## config.mk

```make
export PLATFORM = sky130hd
export DESIGN_NAME = start_handshake_ctrl
export DESIGN_NICKNAME = d
export VERILOG_FILES = /design/src/rtl/start_hs_pkg.sv /design/src/rtl/start_handshake_ctrl_debouncer.sv /design/src/rtl/start_handshake_ctrl.sv
export SDC_FILE = /design/constraint.sdc
export NUM_CORES = 1
export LEC_CHECK = 0
export ABC_AREA = 1
export ABC_CLOCK_PERIOD_IN_PS = 2400
export BUFFER_PORTS_ARGS = -buffer_cell sky130_fd_sc_hd__clkbuf_2
export CAP_MARGIN = 10
export CORE_MARGIN = 10
export CORE_UTILIZATION = 35
export CTS_CLUSTER_DIAMETER = 80
export CTS_CLUSTER_SIZE = 20
export DETAILED_ROUTE_END_ITERATION = 8
export GPL_TIMING_DRIVEN = 0
export PLACE_DENSITY = 0.65
export SLEW_MARGIN = 15
export SYNTH_ARGS = -nofsm -noshare
export SYNTH_HDL_FRONTEND = slang
export SYNTH_SLANG_ARGS = --single-unit
```

## constraint.sdc

```tcl
create_clock -name clk -period 2.4 [get_ports clk]
set_input_delay 0.48 -clock clk [delete_from_list [all_inputs] [get_ports clk]]
set_output_delay 0.48 -clock clk [all_outputs]
set_load 0.02 [all_outputs]
```

## src/rtl/start_hs_pkg.sv

```systemverilog
// Shared types and constants for the start/done handshake initiator.
package start_hs_pkg;

    // Handshake controller states; s is asserted only in REQ.
    typedef enum logic [1:0] {
        IDLE = 2'd0,
        REQ  = 2'd1,
        HOLD = 2'd2,
        ERR  = 2'd3
    } state_t;

    // Default parameter values for the top level.
    localparam int DEF_DEBOUNCE_CYCLES = 16;
    localparam int DEF_TIMEOUT_CYCLES  = 1024;
    localparam int DEF_CNT_W           = 8;

    // Number of flops the raw key passes through before the debouncer.
    localparam int SYNC_STAGES = 2;

    // Width of a counter that must hold the values 0 .. count-1.
    function automatic int cnt_width(input int count);
        return (count <= 2) ? 1 : $clog2(count);
    endfunction

endpackage

```

## src/rtl/start_handshake_ctrl_debouncer.sv

```systemverilog
// Key conditioner: synchronizes the raw active-low button, filters bounce
// and emits a single-cycle pulse on each accepted press.
module key_debouncer
    import start_hs_pkg::*;
#(
    parameter int DEBOUNCE_CYCLES = DEF_DEBOUNCE_CYCLES
)(
    input  logic clk,
    input  logic rst_n,
    input  logic key_n,
    output logic press_evt
);

    localparam int               RUN_W    = cnt_width(DEBOUNCE_CYCLES);
    localparam logic [RUN_W-1:0] RUN_LAST = RUN_W'(DEBOUNCE_CYCLES - 1);

    logic [SYNC_STAGES-1:0] sync_reg;
    logic [RUN_W-1:0]       run_reg;
    logic                   level_reg;      // debounced level, 1 = pressed
    logic                   press_evt_reg;

    logic sample_pressed;
    logic differs;
    logic accept;

    // The debouncer only ever looks at the last synchronizer stage.
    assign sample_pressed = ~sync_reg[SYNC_STAGES-1];
    assign differs        = (sample_pressed != level_reg);
    // The sample that completes a full run of differing samples flips the level.
    assign accept         = differs && (run_reg == RUN_LAST);

    // Synchronizer chain; resets to the released level so no false press follows reset.
    always_ff @(posedge clk or negedge rst_n) begin
        if (!rst_n) begin
            sync_reg <= '1;
        end else begin
            sync_reg <= {sync_reg[SYNC_STAGES-2:0], key_n};
        end
    end

    // Run counter of consecutive differing samples, debounced level and press pulse.
    always_ff @(posedge clk or negedge rst_n) begin
        if (!rst_n) begin
            run_reg       <= '0;
            level_reg     <= 1'b0;
            press_evt_reg <= 1'b0;
        end else begin
            // Only the released->pressed flip produces an event.
            press_evt_reg <= accept && sample_pressed;
            if (!differs) begin
                run_reg <= '0;
            end else if (accept) begin
                run_reg   <= '0;
                level_reg <= sample_pressed;
            end else begin
                run_reg <= run_reg + RUN_W'(1);
            end
        end
    end

    assign press_evt = press_evt_reg;

endmodule

```

## src/rtl/start_handshake_ctrl.sv

```systemverilog
// Upstream initiator of the four-phase start/done handshake: one request per
// debounced key press, a one-deep pending latch, a REQ/HOLD watchdog and
// status counters for the board display.
module start_handshake_ctrl
    import start_hs_pkg::*;
#(
    parameter int DEBOUNCE_CYCLES = DEF_DEBOUNCE_CYCLES,
    parameter int TIMEOUT_CYCLES  = DEF_TIMEOUT_CYCLES,
    parameter int CNT_W           = DEF_CNT_W
)(
    input  logic             clk,
    input  logic             rst_n,
    input  logic             key_n,
    input  logic             done,
    output logic             s,
    output logic             busy,
    output logic             err,
    output logic [CNT_W-1:0] done_cnt,
    output logic [CNT_W-1:0] drop_cnt
);

    localparam int                TCNT_W    = cnt_width(TIMEOUT_CYCLES);
    localparam logic [TCNT_W-1:0] TCNT_LAST = TCNT_W'(TIMEOUT_CYCLES - 1);

    logic press_evt;

    state_t            state_reg, state_next;
    logic [TCNT_W-1:0] tcnt_reg, tcnt_next;
    logic              pending_reg, pending_next;
    logic [CNT_W-1:0]  done_cnt_reg;
    logic [CNT_W-1:0]  drop_cnt_reg;
    logic              s_reg, busy_reg, err_reg;

    logic done_inc;
    logic drop_inc;
    logic timeout;
    logic in_wait;

    key_debouncer #(
        .DEBOUNCE_CYCLES (DEBOUNCE_CYCLES)
    ) u_debouncer (
        .clk       (clk),
        .rst_n     (rst_n),
        .key_n     (key_n),
        .press_evt (press_evt)
    );

    // tcnt only advances in REQ/HOLD, so the last allowed cycle there is the timeout point.
    assign timeout = (tcnt_reg == TCNT_LAST);
    assign in_wait = (state_reg == REQ) || (state_reg == HOLD);

    // Next-state, pending latch and counter-increment decisions.
    always_comb begin
        state_next   = state_reg;
        pending_next = pending_reg;
        done_inc     = 1'b0;
        drop_inc     = 1'b0;

        case (state_reg)
            IDLE: begin
                if (press_evt || pending_reg) begin
                    state_next   = REQ;
                    pending_next = 1'b0;
                end
            end
            REQ: begin
                // Acknowledge wins over a timeout in the same cycle.
                if (done) begin
                    state_next = HOLD;
                    done_inc   = 1'b1;
                end else if (timeout) begin
                    state_next = ERR;
                end
            end
            HOLD: begin
                if (!done) begin
                    state_next = IDLE;
                end else if (timeout) begin
                    state_next = ERR;
                end
            end
            ERR: begin
                // A press while downstream still shows done is ignored entirely.
                if (press_evt && !done) begin
                    state_next = IDLE;
                end
            end
            default: begin
                state_next = IDLE;
            end
        endcase

        // Presses arriving mid-handshake are remembered once, then counted as dropped.
        if (press_evt && in_wait) begin
            if (!pending_reg) begin
                pending_next = 1'b1;
            end else begin
                drop_inc = 1'b1;
            end
        end

        // A watchdog trip discards any remembered press.
        if ((state_next == ERR) && (state_reg != ERR)) begin
            pending_next = 1'b0;
        end
    end

    // Watchdog counter restarts on every entry to REQ or HOLD and idles at zero elsewhere.
    always_comb begin
        tcnt_next = '0;
        if ((state_next == state_reg) && in_wait) begin
            tcnt_next = tcnt_reg + TCNT_W'(1);
        end
    end

    // State register; outputs are registered from the next state so they are glitch-free.
    always_ff @(posedge clk or negedge rst_n) begin
        if (!rst_n) begin
            state_reg   <= IDLE;
            tcnt_reg    <= '0;
            pending_reg <= 1'b0;
            s_reg       <= 1'b0;
            busy_reg    <= 1'b0;
            err_reg     <= 1'b0;
        end else begin
            state_reg   <= state_next;
            tcnt_reg    <= tcnt_next;
            pending_reg <= pending_next;
            s_reg       <= (state_next == REQ);
            busy_reg    <= (state_next != IDLE);
            err_reg     <= (state_next == ERR);
        end
    end

    // Status counters: completed handshakes wrap, dropped presses saturate.
    always_ff @(posedge clk or negedge rst_n) begin
        if (!rst_n) begin
            done_cnt_reg <= '0;
            drop_cnt_reg <= '0;
        end else begin
            if (done_inc) begin
                done_cnt_reg <= done_cnt_reg + CNT_W'(1);
            end
            if (drop_inc && (drop_cnt_reg != '1)) begin
                drop_cnt_reg <= drop_cnt_reg + CNT_W'(1);
            end
        end
    end

    assign s        = s_reg;
    assign busy     = busy_reg;
    assign err      = err_reg;
    assign done_cnt = done_cnt_reg;
    assign drop_cnt = drop_cnt_reg;

endmodule

```

Word level (Yosys, flattened, before mapping)
Cells that the tools add are included.

Bits in registers: 40. Latch bits: 0. Bits in writable memories: 0. Bits in read-only memories: 0. Output and inout port bits: 19. Word-level logic and storage cells: 59. Memories: 0.

Add/subtract/negate cells: 4. Multipliers: 0. Divide/modulo/power cells: 0. Order comparisons: 0. Equal/unequal tests: 11. Shift-type cells: 0. Mux-type cells: 18. Bitwise gates (word level): 1. Reductions and logical operators: 13.

Operator list (number): 8-bit by 1-bit adder with 8-bit output, second input constant (2); 10-bit by 1-bit adder with 10-bit output, second input constant (1); 10-bit equality test, second input constant (1); 10-bit 2-to-1 mux (1); 2-bit 2-to-1 mux (5); 1-bit 2-to-1 mux (9); 4-bit 2-to-1 mux (2); 8-bit inequality test, second input constant (1); 2-bit case mux with 4 select lines (1); 1-bit logical AND (7); 2-bit equality test, second input constant (3); 4-bit by 1-bit adder with 4-bit output, second input constant (1); 2-bit by 1-bit equality test with 1-bit output, second input constant (2); 4-bit equality test, second input constant (1); 2-bit equality test (1); 2-bit zero test (1); 1-bit logical OR (2); 2-bit inequality test, second input constant (1); 2-bit AND reduction (1); 2-bit nonzero test (1); 1-bit zero test (1); 1-bit inequality test (1); 1-bit NOT (1).

Logic depth before layout (Yosys ltp)
Gate-level depths: netlist of run 1.

Depth after elaboration: 7. Mapped depth: 12. Mapped depth without buffers: 12.

Cells and area by module
Synthesis of run 1 repeated with hierarchy kept, for this count alone.

Cells, all modules: 210. Area, all modules: 2009.4 um2.

By module, submodules not included: start_handshake_ctrl (times used 1, cells an instance 179, area each 1692.9 um2); key_debouncer (times used 1, cells an instance 31, area each 316.6 um2).

Worst setup path after synthesis of run 1
No wires, ideal clock.

Kind: register -> register. Start: register state_reg[1]. End: register drop_cnt_reg[7] (netlist: drop_cnt[7]). Library setup time: 0.080 ns. Arrival: 1.610 ns. Slack: 0.710 ns. Stages on the path, launching flop included: 10. Path buffers: 0. Cell sequence: dfrtp_1 > inv_1 > ha_1 > nand2_1 > nor2_1 > nand2_1 > nor2_1 > nand3_1 > nor2_1 > xor2_1.

Word-level cells in the longest chain between the ends: 5.

RTL lines: start: declaration (line start_handshake_ctrl.sv:27) `state_t state_reg, state_next;`; start signal: assignment (line start_handshake_ctrl.sv:126) `state_reg <= state_next;`; 2-bit by 1-bit equality test with 1-bit output or 2-bit equality test (tied branches) (line start_handshake_ctrl.sv:50) `assign in_wait = (state_reg == REQ) || (state_reg == HOLD);`; 1-bit logical OR (*) (line start_handshake_ctrl.sv:50); 1-bit logical AND (*) (line start_handshake_ctrl.sv:94) `if (press_evt && in_wait) begin`; 1-bit 2-to-1 mux (*) (line start_handshake_ctrl.sv:94); 1-bit logical AND (*) (line start_handshake_ctrl.sv:144) `if (drop_inc && (drop_cnt_reg != '1)) begin`; end signal: assignment (line start_handshake_ctrl.sv:145) `drop_cnt_reg <= drop_cnt_reg + CNT_W'(1);`; end: declaration (line start_handshake_ctrl.sv:31) `logic [CNT_W-1:0] drop_cnt_reg;`.

Every way passes the cells marked *; elsewhere a longest branch is shown, timed or not. A chain may end at the register's enable or synchronous reset.

Worst setup path after layout of run 1
Same ends and word-level chain as after synthesis.

==> flow_summary_export.csv, run 1 <==
group,metric,value,unit
worst_hold_path,hp-start,"key_n",
clock_tree,h-tree-depth,2,
worst_setup_path,critPathArrivalTime,2.19,ns
timing,rsz0062_at_grt,"no",
drt,drc,0,
floorplan,die_y,92.79,um
power,powerDensity,919.1,nW/um2
place,dp_cells,282,
logic_synthesis,synthesis.nets,203,
worst_hold_path,min_path_type,"input pin to flip-flop",
worst_setup_path,start_kind,"flip-flop",
floorplan,dieArea,8609,um2
worst_setup_path,ff2ff_path_depth,9,
logic_synthesis,synth_common_cells,"dfrtp_1 (38), nand2_1 (32), nor2_1 (26)",
floorplan,ios,23,
logic_synthesis,yosysUniqueCellTypes,21,
clock_tree,clk_latency,0.29,ns
drt,dr.first_iter.drc_count,49,
flow_run,max_cap_viol_count,0,
drt,finalWirelength,3168,um
clock_tree,cts_tree,"yes",
finish,nFillCells,516,
worst_setup_path,timing.rr.start,"state_reg[1]$_DFF_PN0_",
global_route,grt_usage,8.395,%
finish,fin_util,41.99,%
floorplan,coreArea,5107,um2
finish,drive_gt1_share,18.64,%
clock_tree,cts_hold_buf,0,
timing,fin_crit_sh,82.25,%
clock_tree,cts_buffer_depth,2,
timing,setup_viol,0,
finish,largest_reg_flops,10,
logic_synthesis,synthesis.instances,190,
timing,fin_skew,0.005391,ns
clock_tree,cts_root_buffer,"clkbuf_8",
finish,layout.nets,232,
logic_synthesis,syn_area,1854,um2
logic_synthesis,synthTopCellsByArea,"dfrtp_1 (51%), nand2_1 (6.5%), ha_1 (6.1%)",
global_route,grt_pass1_vias,1318,
global_route,use_met3,2.906,%
clock_tree,cts_sinks,40,
logic_synthesis,synth_area_leader_cell,"dfrtp_1",
clock_tree,cts_made_buffers,5,
worst_setup_path,r2r_setup_slack,0.43,ns
logic_synthesis,synth_flop_cell,"dfrtp_1",
timing,min_period,1.974,ns
logic_synthesis,ys_warn_count,0,
global_route,overflow,0,
logic_synthesis,synth.most_common_cell,"dfrtp_1",
logic_synthesis,synth_seq_cells,40,
drt,ant_nets,0,
global_route,grt_pass1_wl,5934,um
clock_tree,cts_resized,0,
timing,final_max_slew_viol_count,0,
drt,wl_per_cell,10.92,um
global_route,met2_usage,12.56,%
global_route,grt_busiest_layer,"met2",
worst_hold_path,whs_path_depth,1,
logic_synthesis,syn_avg_cell_area,9.759,um2
logic_synthesis,ys_seq_area_share,54.12,%
global_route,grt_max_degree,41,
worst_setup_path,cp.required,2.62,ns
clock_tree,clk_pin_slew,0.07,ns
place,hpwl,2356,um
power,ir_drop,0.0002988,V
logic_synthesis,async_flop_share,100.0,%
worst_setup_path,critical_path_class,"flip-flop to flip-flop",
place,gp_congestion,0.7430,
timing,finalSetupTns,0,ns
finish,area_growth,15.65,%
timing,hold_viol,0,
drt,firstDrtPassIters,4,
finish,fin_cells,290,
clock_tree,post_cts_buffers,0,
timing,max_freq,506.6,MHz
global_route,antenna_found_initial,0,
drt,viasPerCell,4.431,
floorplan,row_count,26,
finish,diodes,0,
timing,slew-limit-headroom,35.47,%
floorplan,initial_core_util,36.31,%
timing,tightest_slew,0.9679,ns
drt,vias,1285,
global_route,gr-usage-met1,10.61,%
floorplan,fp.dieW,92.79,um
place,port_buffers,22,
logic_synthesis,synth_top_area_share,51.28,%
worst_setup_path,critPathCaptureType,"flip-flop",
run_status,status,"finished, final reports clean",
power,cellLeakagePower,1.058,nW
logic_synthesis,synth_edf_count,0,
worst_hold_path,hold_end,"u_debouncer.sync_reg[0]$_DFF_PN1_",
worst_setup_path,critPathMaxFanout,6,
worst_setup_path,worstReg2RegEnd,"drop_cnt[7]$_DFFE_PN0P_",
area by class of cell:
class                      count  area, um2  area share (%)
clock buffer                   6      82.58           3.851
sequential                    40       1003           46.79
inverter                      20      75.07           3.501
multi-input combinational    130      775.7           36.17
timing repair buffer          22      110.1           5.134
tap                           70      87.58           4.084
clock inverter                 2      10.01          0.4667
layout by cell type, fill, tap and decap left out:
master    instances
dfrtp_1          38
nor3_1            2
xor2_1           12
nor2_1           26
and2_1            2
nand2_2           3
o21ai_0           3
a31oi_1           1
clkbuf_2         22
clkbuf_8          6
nand2_1          32
nand4_1           6
inv_2             1
clkinv_2          2
nand3b_1          1
dfstp_2           2
ha_1              9
nor2_2            3
nand3_1          14
xnor2_1          11
nand4_4           1
a21oi_1           3
mux2_2            1
inv_1            19
metal layers:
metal	vias to the layer above	wire length (um)
li1	659	-
met1	600	1605
met2	19	1378
met3	7	121
met4	0	62
met5	-	0
critical path: stages (launching register included):
cell and delay (ns):
dfrtp_1 0.45, inv_1 0.16, ha_1 0.35, nand2_1 0.06, nor2_1 0.14, nand2_1 0.15
nor2_1 0.17, nand3_1 0.14, nor2_1 0.14, xor2_1 0.15
report_power, final:
| group | total (mW) | switching [mW] | internal, mW |
|---|---|---|---|
| sequential | 0.847 | 0.0800 | 0.767 |
| clock | 0.448 | 0.219 | 0.229 |
| combinational | 0.676 | 0.455 | 0.221 |
| total | 1.97 | 0.754 | 1.22 |
logic make-up (layout without fill, tap and decap cells):
kind of cell             count (synthesis)  in the layout  synth area share [%]
XOR/XNOR                                23             23                 10.86
multiplexers                             1              1                0.6072
AO/OA/AOI/OAI                            7              7                 1.957
AND/OR/NAND/NOR                         90             90                 22.34
flip-flops                              40             40                 54.12
adder cells (fa/ha/maj)                  9              9                 6.073
buffers and inverters                   20             50                 4.048
worst max-delay path by stage:
| stage | start | endpoint | slack (ns) |
|---|---|---|---|
| 2_1_floorplan | state_reg[1]$_DFF_PN0_ | drop_cnt[7]$_DFFE_PN0P_ | 0.71 |
| 3_3_place_gp | state_reg[1]$_DFF_PN0_ | drop_cnt[7]$_DFFE_PN0P_ | 0.43 |
| 3_5_place_dp | state_reg[1]$_DFF_PN0_ | drop_cnt[7]$_DFFE_PN0P_ | 0.43 |
| 4_1_cts | state_reg[1]$_DFF_PN0_ | drop_cnt[7]$_DFFE_PN0P_ | 0.40 |
| 5_1_grt | state_reg[1]$_DFF_PN0_ | drop_cnt[7]$_DFFE_PN0P_ | 0.15 |
| 6_report | state_reg[1]$_DFF_PN0_ | drop_cnt[7]$_DFFE_PN0P_ | 0.43 |
metrics by stage:
step                      hold WS (ns)  cell area, um2  setup WS, ns  total power [mW]
after CTS                       0.2538            2145        0.4046             2.012
final                           0.2647            2145        0.4259             1.971
after global placement          0.3467            2052        0.4261             1.542
after detailed placement        0.3473            2052        0.4283             1.549
after global routing            0.2463            2145        0.1502             2.151
after floorplan                 0.1844            1854        0.7101             1.360
Note: power is estimated with default switching activity, not from simulation.
==> run 2: changes to the inputs <==
ABC_CLOCK_PERIOD_IN_PS = 1800   (was 2400)
PLACE_DENSITY = 0.67   (was 0.65)
clock period = 1.8 ns   (was 2.4 ns; I/O delays follow)
==> flow_summary_export.csv, run 2 (same netlist as run 1, synthesis figures left out) <==
group,metric,value,unit
power,switching_share,40.67,%
timing,hold_viol,0,
finish,fin_cells,302,
worst_setup_path,start_kind,"flip-flop",
timing,fin_crit_sh,97.62,%
worst_setup_path,cp.required,2.03,ns
timing,max_freq,569.1,MHz
power,ir_drop,0.0005974,V
place,hpwl,2388,um
finish,final_area,2392,um2
clock_tree,cts_sinks,40,
power,cellLeakagePower,1.137,nW
global_route,grt_pass1_wl,6327,um
finish,diodes,0,
run_status,status,"finished, final reports clean",
clock_tree,cts_root_buffer,"clkbuf_8",
finish,regArea,1005,um2
finish,final_cell_mix,"dfrtp_1 (37), nand2_1 (28), clkbuf_2 (22), nor2_1 (19), inv_1 (15)",
clock_tree,cts_tree,"yes",
timing,fin_skew,0.004996,ns
timing,finalSetupTns,0,ns
flow_run,max_cap_viol_count,0,
power,powerDensity,1395,nW/um2
drt,dr.first_iter.drc_count,65,
drt,vias,1404,
timing,tightest_slew,0.9790,ns
clock_tree,clk_pin_slew,0.08,ns
drt,viasPerCell,4.649,
drt,firstDrtPassIters,4,
finish,layout.nets,244,
global_route,grt_usage,9.256,%
clock_tree,clk_latency,0.30,ns
power,p_switching,1.358,mW
timing,rsz0062_at_grt,"yes",
global_route,grt_pass1_vias,1356,
finish,area_growth,29.01,%
place,dpl-instance-area,2052,um2
finish,layout_commonest_cell,"dfrtp_1",
global_route,grt_max_degree,41,
floorplan,row_count,26,
power,finalPower,3.338,mW
floorplan,coreArea,5107,um2
drt,ant_nets,0,
finish,drive_gt1_share,33.62,%
timing,min_period,1.757,ns
drt,wl_per_cell,12.95,um
worst_setup_path,critPathArrivalTime,1.99,ns
place,post-place-ws,-0.1706,ns
timing,holdWs,0.1314,ns
global_route,antenna_found_initial,0,
timing,setup_viol,0,
clock_tree,h-tree-depth,2,
finish,nFillCells,482,
timing,slew-limit-headroom,34.73,%
power,p_seq_share,33.8,%
drt,drc,0,
floorplan,fp.dieW,92.79,um
place,dp_cells,282,
power,share_comb_of_total_power,43.7,%
power,pwr-share-clk,22.5,%
clock_tree,cts_buffer_depth,2,
worst_setup_path,critPathCaptureType,"flip-flop",
finish,fin_util,46.84,%
timing,final_max_slew_viol_count,0,
place,port_buffers,22,
place,gp_congestion,0.7696,
floorplan,initial_core_util,36.31,%
drt,finalWirelength,3911,um
clock_tree,cts_hold_buf,0,
finish,largest_reg_flops,10,
floorplan,ios,23,
worst_hold_path,min_path_type,"input pin to flip-flop",
worst_setup_path,critPathMaxFanout,6,
clock_tree,cts_made_buffers,5,
worst_setup_path,critical_path_class,"flip-flop to flip-flop",
floorplan,die_y,92.79,um
power,p_int,1.981,mW
finish,multi_input_area,909.6,um2
global_route,overflow,0,
floorplan,dieArea,8609,um2
timing,setup_slack,0.04283,ns
run 2: changes by cell type in the layout (fill, tap and decap cells not counted), moves of 3 or more:
| cell | before | now |
|---|---|---|
| nor2_1 | 26 | 19 |
| nor2_2 | 3 | 8 |
| inv_2 | 1 | 4 |
| nand2_1 | 32 | 28 |
| ha_1 | 9 | 6 |
| nand3_1 | 14 | 8 |
| buf_4 | 0 | 10 |
| nand3_2 | 0 | 5 |
| inv_1 | 19 | 15 |
run 2: final timing paths:
path,startpoint,endpoint,slack [ns],cells past startpoint
setup / recovery,state_reg[1]$_DFF_PN0_,tcnt_reg[9]$_DFF_PN0_,0.04,12
hold / removal,key_n,u_debouncer.sync_reg[0]$_DFF_PN1_,0.13,1
setup reg to reg,state_reg[1]$_DFF_PN0_,tcnt_reg[9]$_DFF_PN0_,0.04,12
hold reg to reg,u_debouncer.sync_reg[0]$_DFF_PN1_,u_debouncer.sync_reg[1]$_DFF_PN1_,0.36,0
max in group asynchronous,rst_n,state_reg[1]$_DFF_PN0_,0.93,1
min in group asynchronous,rst_n,done_cnt[2]$_DFFE_PN0P_,0.21,1
run 2: timing repair:
| action | in CTS | in global routing |
|---|---|---|
| cloned | 1 | 0 |
| buffers inserted | 2 | 9 |
| gates resized for setup | 8 | 28 |
| pin swaps | 1 | 13 |
| endpoints found under the setup margin | 15 | 16 |
| endpoints found under the hold margin | 0 | 0 |
run 2: power groups by stage:
| stage | clock [mW] | sequential (mW) | combinational (mW) |
|---|---|---|---|
| after global routing | 0.812 | 1.15 | 1.60 |
| final | 0.752 | 1.13 | 1.46 |
| after CTS | 0.772 | 1.12 | 1.08 |
| after global placement | 0 | 1.15 | 0.905 |
| after floorplan | 0 | 1.22 | 0.596 |
| after detailed placement | 0 | 1.15 | 0.921 |
run 2: cell type report:
| class | count | share of cell area, % |
|---|---|---|
| multi-input cells | 131 | 38.02 |
| repair buffers | 33 | 8.211 |
| flip-flops and latches | 40 | 42.00 |
| clock inverters | 3 | 1.987 |
| inverters | 20 | 3.243 |
| well taps | 70 | 3.661 |
| clock buffers | 5 | 2.877 |
run 2: per-layer routing:
metal  routed length (um)  up-vias  global-route usage (%)  share of wire [%]
met4                  162        0                   4.242                4.1
met3                  207       13                   3.390                5.3
met5                    0        -                       0                  0
li1                     -      687                       -                  -
met2                 1906       37                   14.95                 49
met1                 1635      667                   10.68                 42
run 2: worst max-delay path, stage by stage (launching register included):
cell	delay, ns
dfrtp_2	0.46
inv_4	0.11
ha_4	0.14
nand2_2	0.09
inv_2	0.10
nor2_1	0.06
o21ai_1	0.09
inv_1	0.06
nand2_2	0.09
nand2_4	0.07
nand2_4	0.11
nand4_4	0.17
nor2_2	0.14
==> run 3: changes to the inputs <==
ABC_AREA = unset   (was 1)
PLACE_DENSITY = 0.66   (was 0.67)
==> flow_summary_export.csv, run 3 <==
group,metric,value,unit
run_status,status,"finished with violations",
run_status,violations,"negative setup slack",
place,port_buffers,21,
floorplan,initial_core_util,36.91,%
clock_tree,cts_root_buffer,"clkbuf_8",
finish,final_area,2574,um2
logic_synthesis,async_flop_share,100.0,%
clock_tree,cts_sinks,40,
worst_hold_path,min_path_type,"input pin to flip-flop",
worst_setup_path,critPathArrivalTime,2.22,ns
logic_synthesis,synth.most_common_cell,"dfrtp_1",
logic_synthesis,syn_area,1933,um2
place,hpwl,2576,um
finish,largest_reg_flops,10,
place,dpl-instance-area,2185,um2
drt,finalWirelength,4059,um
finish,nFillCells,475,
finish,layout.nets,228,
logic_synthesis,synthTopCellsByArea,"dfrtp_1 (49%), ha_1 (5.8%), xnor2_1 (5.4%)",
worst_setup_path,start_kind,"flip-flop",
finish,fin_util,49.14,%
timing,setup_viol,13,
logic_synthesis,synthesis.instances,175,
clock_tree,cts_made_buffers,5,
finish,drive_gt1_share,35.65,%
logic_synthesis,synth_common_cells,"dfrtp_1 (38), nand2_1 (21), xnor2_1 (12), xor2_1 (12), nor3_1 (11)",
finish,layout_commonest_cell,"dfrtp_1",
timing,slew-limit-headroom,34.27,%
timing,fin_crit_sh,111.5,%
drt,drc,0,
drt,dr.first_iter.drc_count,61,
power,cellLeakagePower,1.152,nW
floorplan,row_count,26,
place,post-place-ws,-0.2527,ns
finish,multi_input_area,1057,um2
global_route,grt_pass1_wl,7044,um
timing,final_max_slew_viol_count,0,
timing,tightest_slew,0.9860,ns
drt,ant_nets,0,
clock_tree,h-tree-depth,2,
worst_setup_path,critical_path_class,"flip-flop to flip-flop",
floorplan,dieArea,8895,um2
timing,fin_skew,0.007461,ns
finish,diodes,0,
flow_run,max_cap_viol_count,0,
floorplan,fp.dieW,94.32,um
logic_synthesis,syn_avg_cell_area,11.05,um2
global_route,grt_max_degree,41,
logic_synthesis,synth_area_leader_cell,"dfrtp_1",
logic_synthesis,synth_flop_cell,"dfrtp_1",
worst_setup_path,critPathCaptureType,"flip-flop",
drt,firstDrtPassIters,4,
clock_tree,cts_hold_buf,0,
clock_tree,cts_buffer_depth,2,
drt,viasPerCell,4.958,
timing,hold_viol,0,
worst_setup_path,cp.required,2.01,ns
floorplan,ios,23,
global_route,overflow,0,
global_route,grt_pass1_vias,1488,
finish,regArea,1006,um2
clock_tree,clk_pin_slew,0.08,ns
timing,max_freq,498.3,MHz
logic_synthesis,yosysUniqueCellTypes,41,
worst_setup_path,critPathMaxFanout,5,
finish,area_growth,33.14,%
timing,finalSetupTns,-1.787,ns
place,gp_congestion,0.7651,
clock_tree,cts_tree,"yes",
drt,wl_per_cell,14.19,um
timing,setup_slack,-0.2068,ns
finish,final_cell_mix,"dfrtp_1 (36), nand2_1 (21), clkbuf_2 (21), xor2_1 (12), xnor2_1 (12)",
global_route,antenna_found_initial,0,
floorplan,coreArea,5238,um2
global_route,grt_usage,9.563,%
floorplan,die_y,94.32,um
logic_synthesis,synth_seq_cells,40,
power,powerDensity,1328,nW/um2
timing,min_period,2.007,ns
logic_synthesis,synth_edf_count,0,
clock_tree,clk_latency,0.29,ns
logic_synthesis,ys_warn_count,0,
logic_synthesis,synth_top_area_share,49.19,%
timing,rsz0062_at_grt,"yes",
logic_synthesis,ys_seq_area_share,51.91,%
drt,vias,1418,
logic_synthesis,synthesis.nets,188,
power,ir_drop,0.0005501,V
==> run 3: changes by cell type in the layout (fill, tap and decap cells not counted), sizes merged, moves of 3 or more <==
| cell | change |
|---|---|
| nor2 | -22 |
| nand2 | -14 |
| inv | -13 |
| nor3 | +9 |
| nand3 | -4 |
| and4 | +3 |
| clkbuf | +3 |
| mux2i | +3 |
| nand4 | -3 |
==> run 3: power breakdown <==
group / total [mW] / internal, mW / switching [mW]
sequential: 1.12 / 1.02 / 0.102
clock: 0.799 / 0.489 / 0.309
combinational: 1.50 / 0.701 / 0.800
total: 3.42 / 2.21 / 1.21
==> run 3: timing repair <==
item	4_1_cts	5_1_grt
endpoints found under the setup margin	17	20
cloned	1	0
setup buffers	12	1
resized for setup	16	16
pin swaps	4	2
==> run 3: worst paths after layout <==
kind                            slack (ns)  depth (start not counted)                         startpoint                                 to
max in group asynchronous             0.90                          1                              rst_n             state_reg[0]$_DFF_PN0_
worst min register to register        0.36                          0  u_debouncer.sync_reg[0]$_DFF_PN1_  u_debouncer.sync_reg[1]$_DFF_PN1_
worst max-delay path                 -0.21                          8             state_reg[1]$_DFF_PN0_              tcnt_reg[9]$_DFF_PN0_
worst min-delay path                  0.15                          1                              key_n  u_debouncer.sync_reg[0]$_DFF_PN1_
min in group asynchronous             0.22                          1                              rst_n            done_cnt[7]$_DFFE_PN0P_
worst max register to register       -0.21                          8             state_reg[1]$_DFF_PN0_              tcnt_reg[9]$_DFF_PN0_
==> run 3: cell type report <==
cell class / count / share of cell area (%)
Multi-Input combinational cell: 125 / 41.08
Timing Repair Buffer: 34 / 9.480
Sequential cell: 40 / 39.09
Inverter: 7 / 1.215
Tap cell: 70 / 3.403
Buffer: 2 / 0.8264
Clock buffer: 7 / 3.743
Clock inverter: 1 / 1.167
==> run 3: kinds of logic after synthesis <==
family	after synthesis	synth area share, %
simple gates	67	18.12
flops	40	51.91
xor+xnor	24	10.87
compound gates	22	8.933
buf+inv	10	2.136
fa+ha+maj	9	5.825
mux	3	2.201
==> run 3: per-stage QoR <==
stage          instances  power [mW]  hold slack (ns)
4_1_cts              286       3.348           0.1460
6_report             286       3.419           0.1530
3_3_place_gp         266       2.063           0.3479
2_1_floorplan        175       1.844          0.06441
3_5_place_dp         266       2.094           0.3478
5_1_grt              286       3.628           0.1392
==> run 3: layer usage <==
layer	vias up	share of wire, %	routed length, um	track usage (%)
met5	-	0	0	0
met4	0	0.79	32	2.278
met3	4	6.8	276	2.958
met2	30	51	2058	15.79
met1	691	42	1691	11.86
li1	693	-	-	-
==> run 3: worst max-delay path, cell delays in order, from the launching register on <==
cell       delay, ns
dfrtp_1         0.43
buf_6           0.14
ha_4            0.15
or3b_4          0.38
a21oi_4         0.16
o22ai_4         0.10
mux2i_4         0.23
clkbuf_16       0.19
nor3_4          0.15
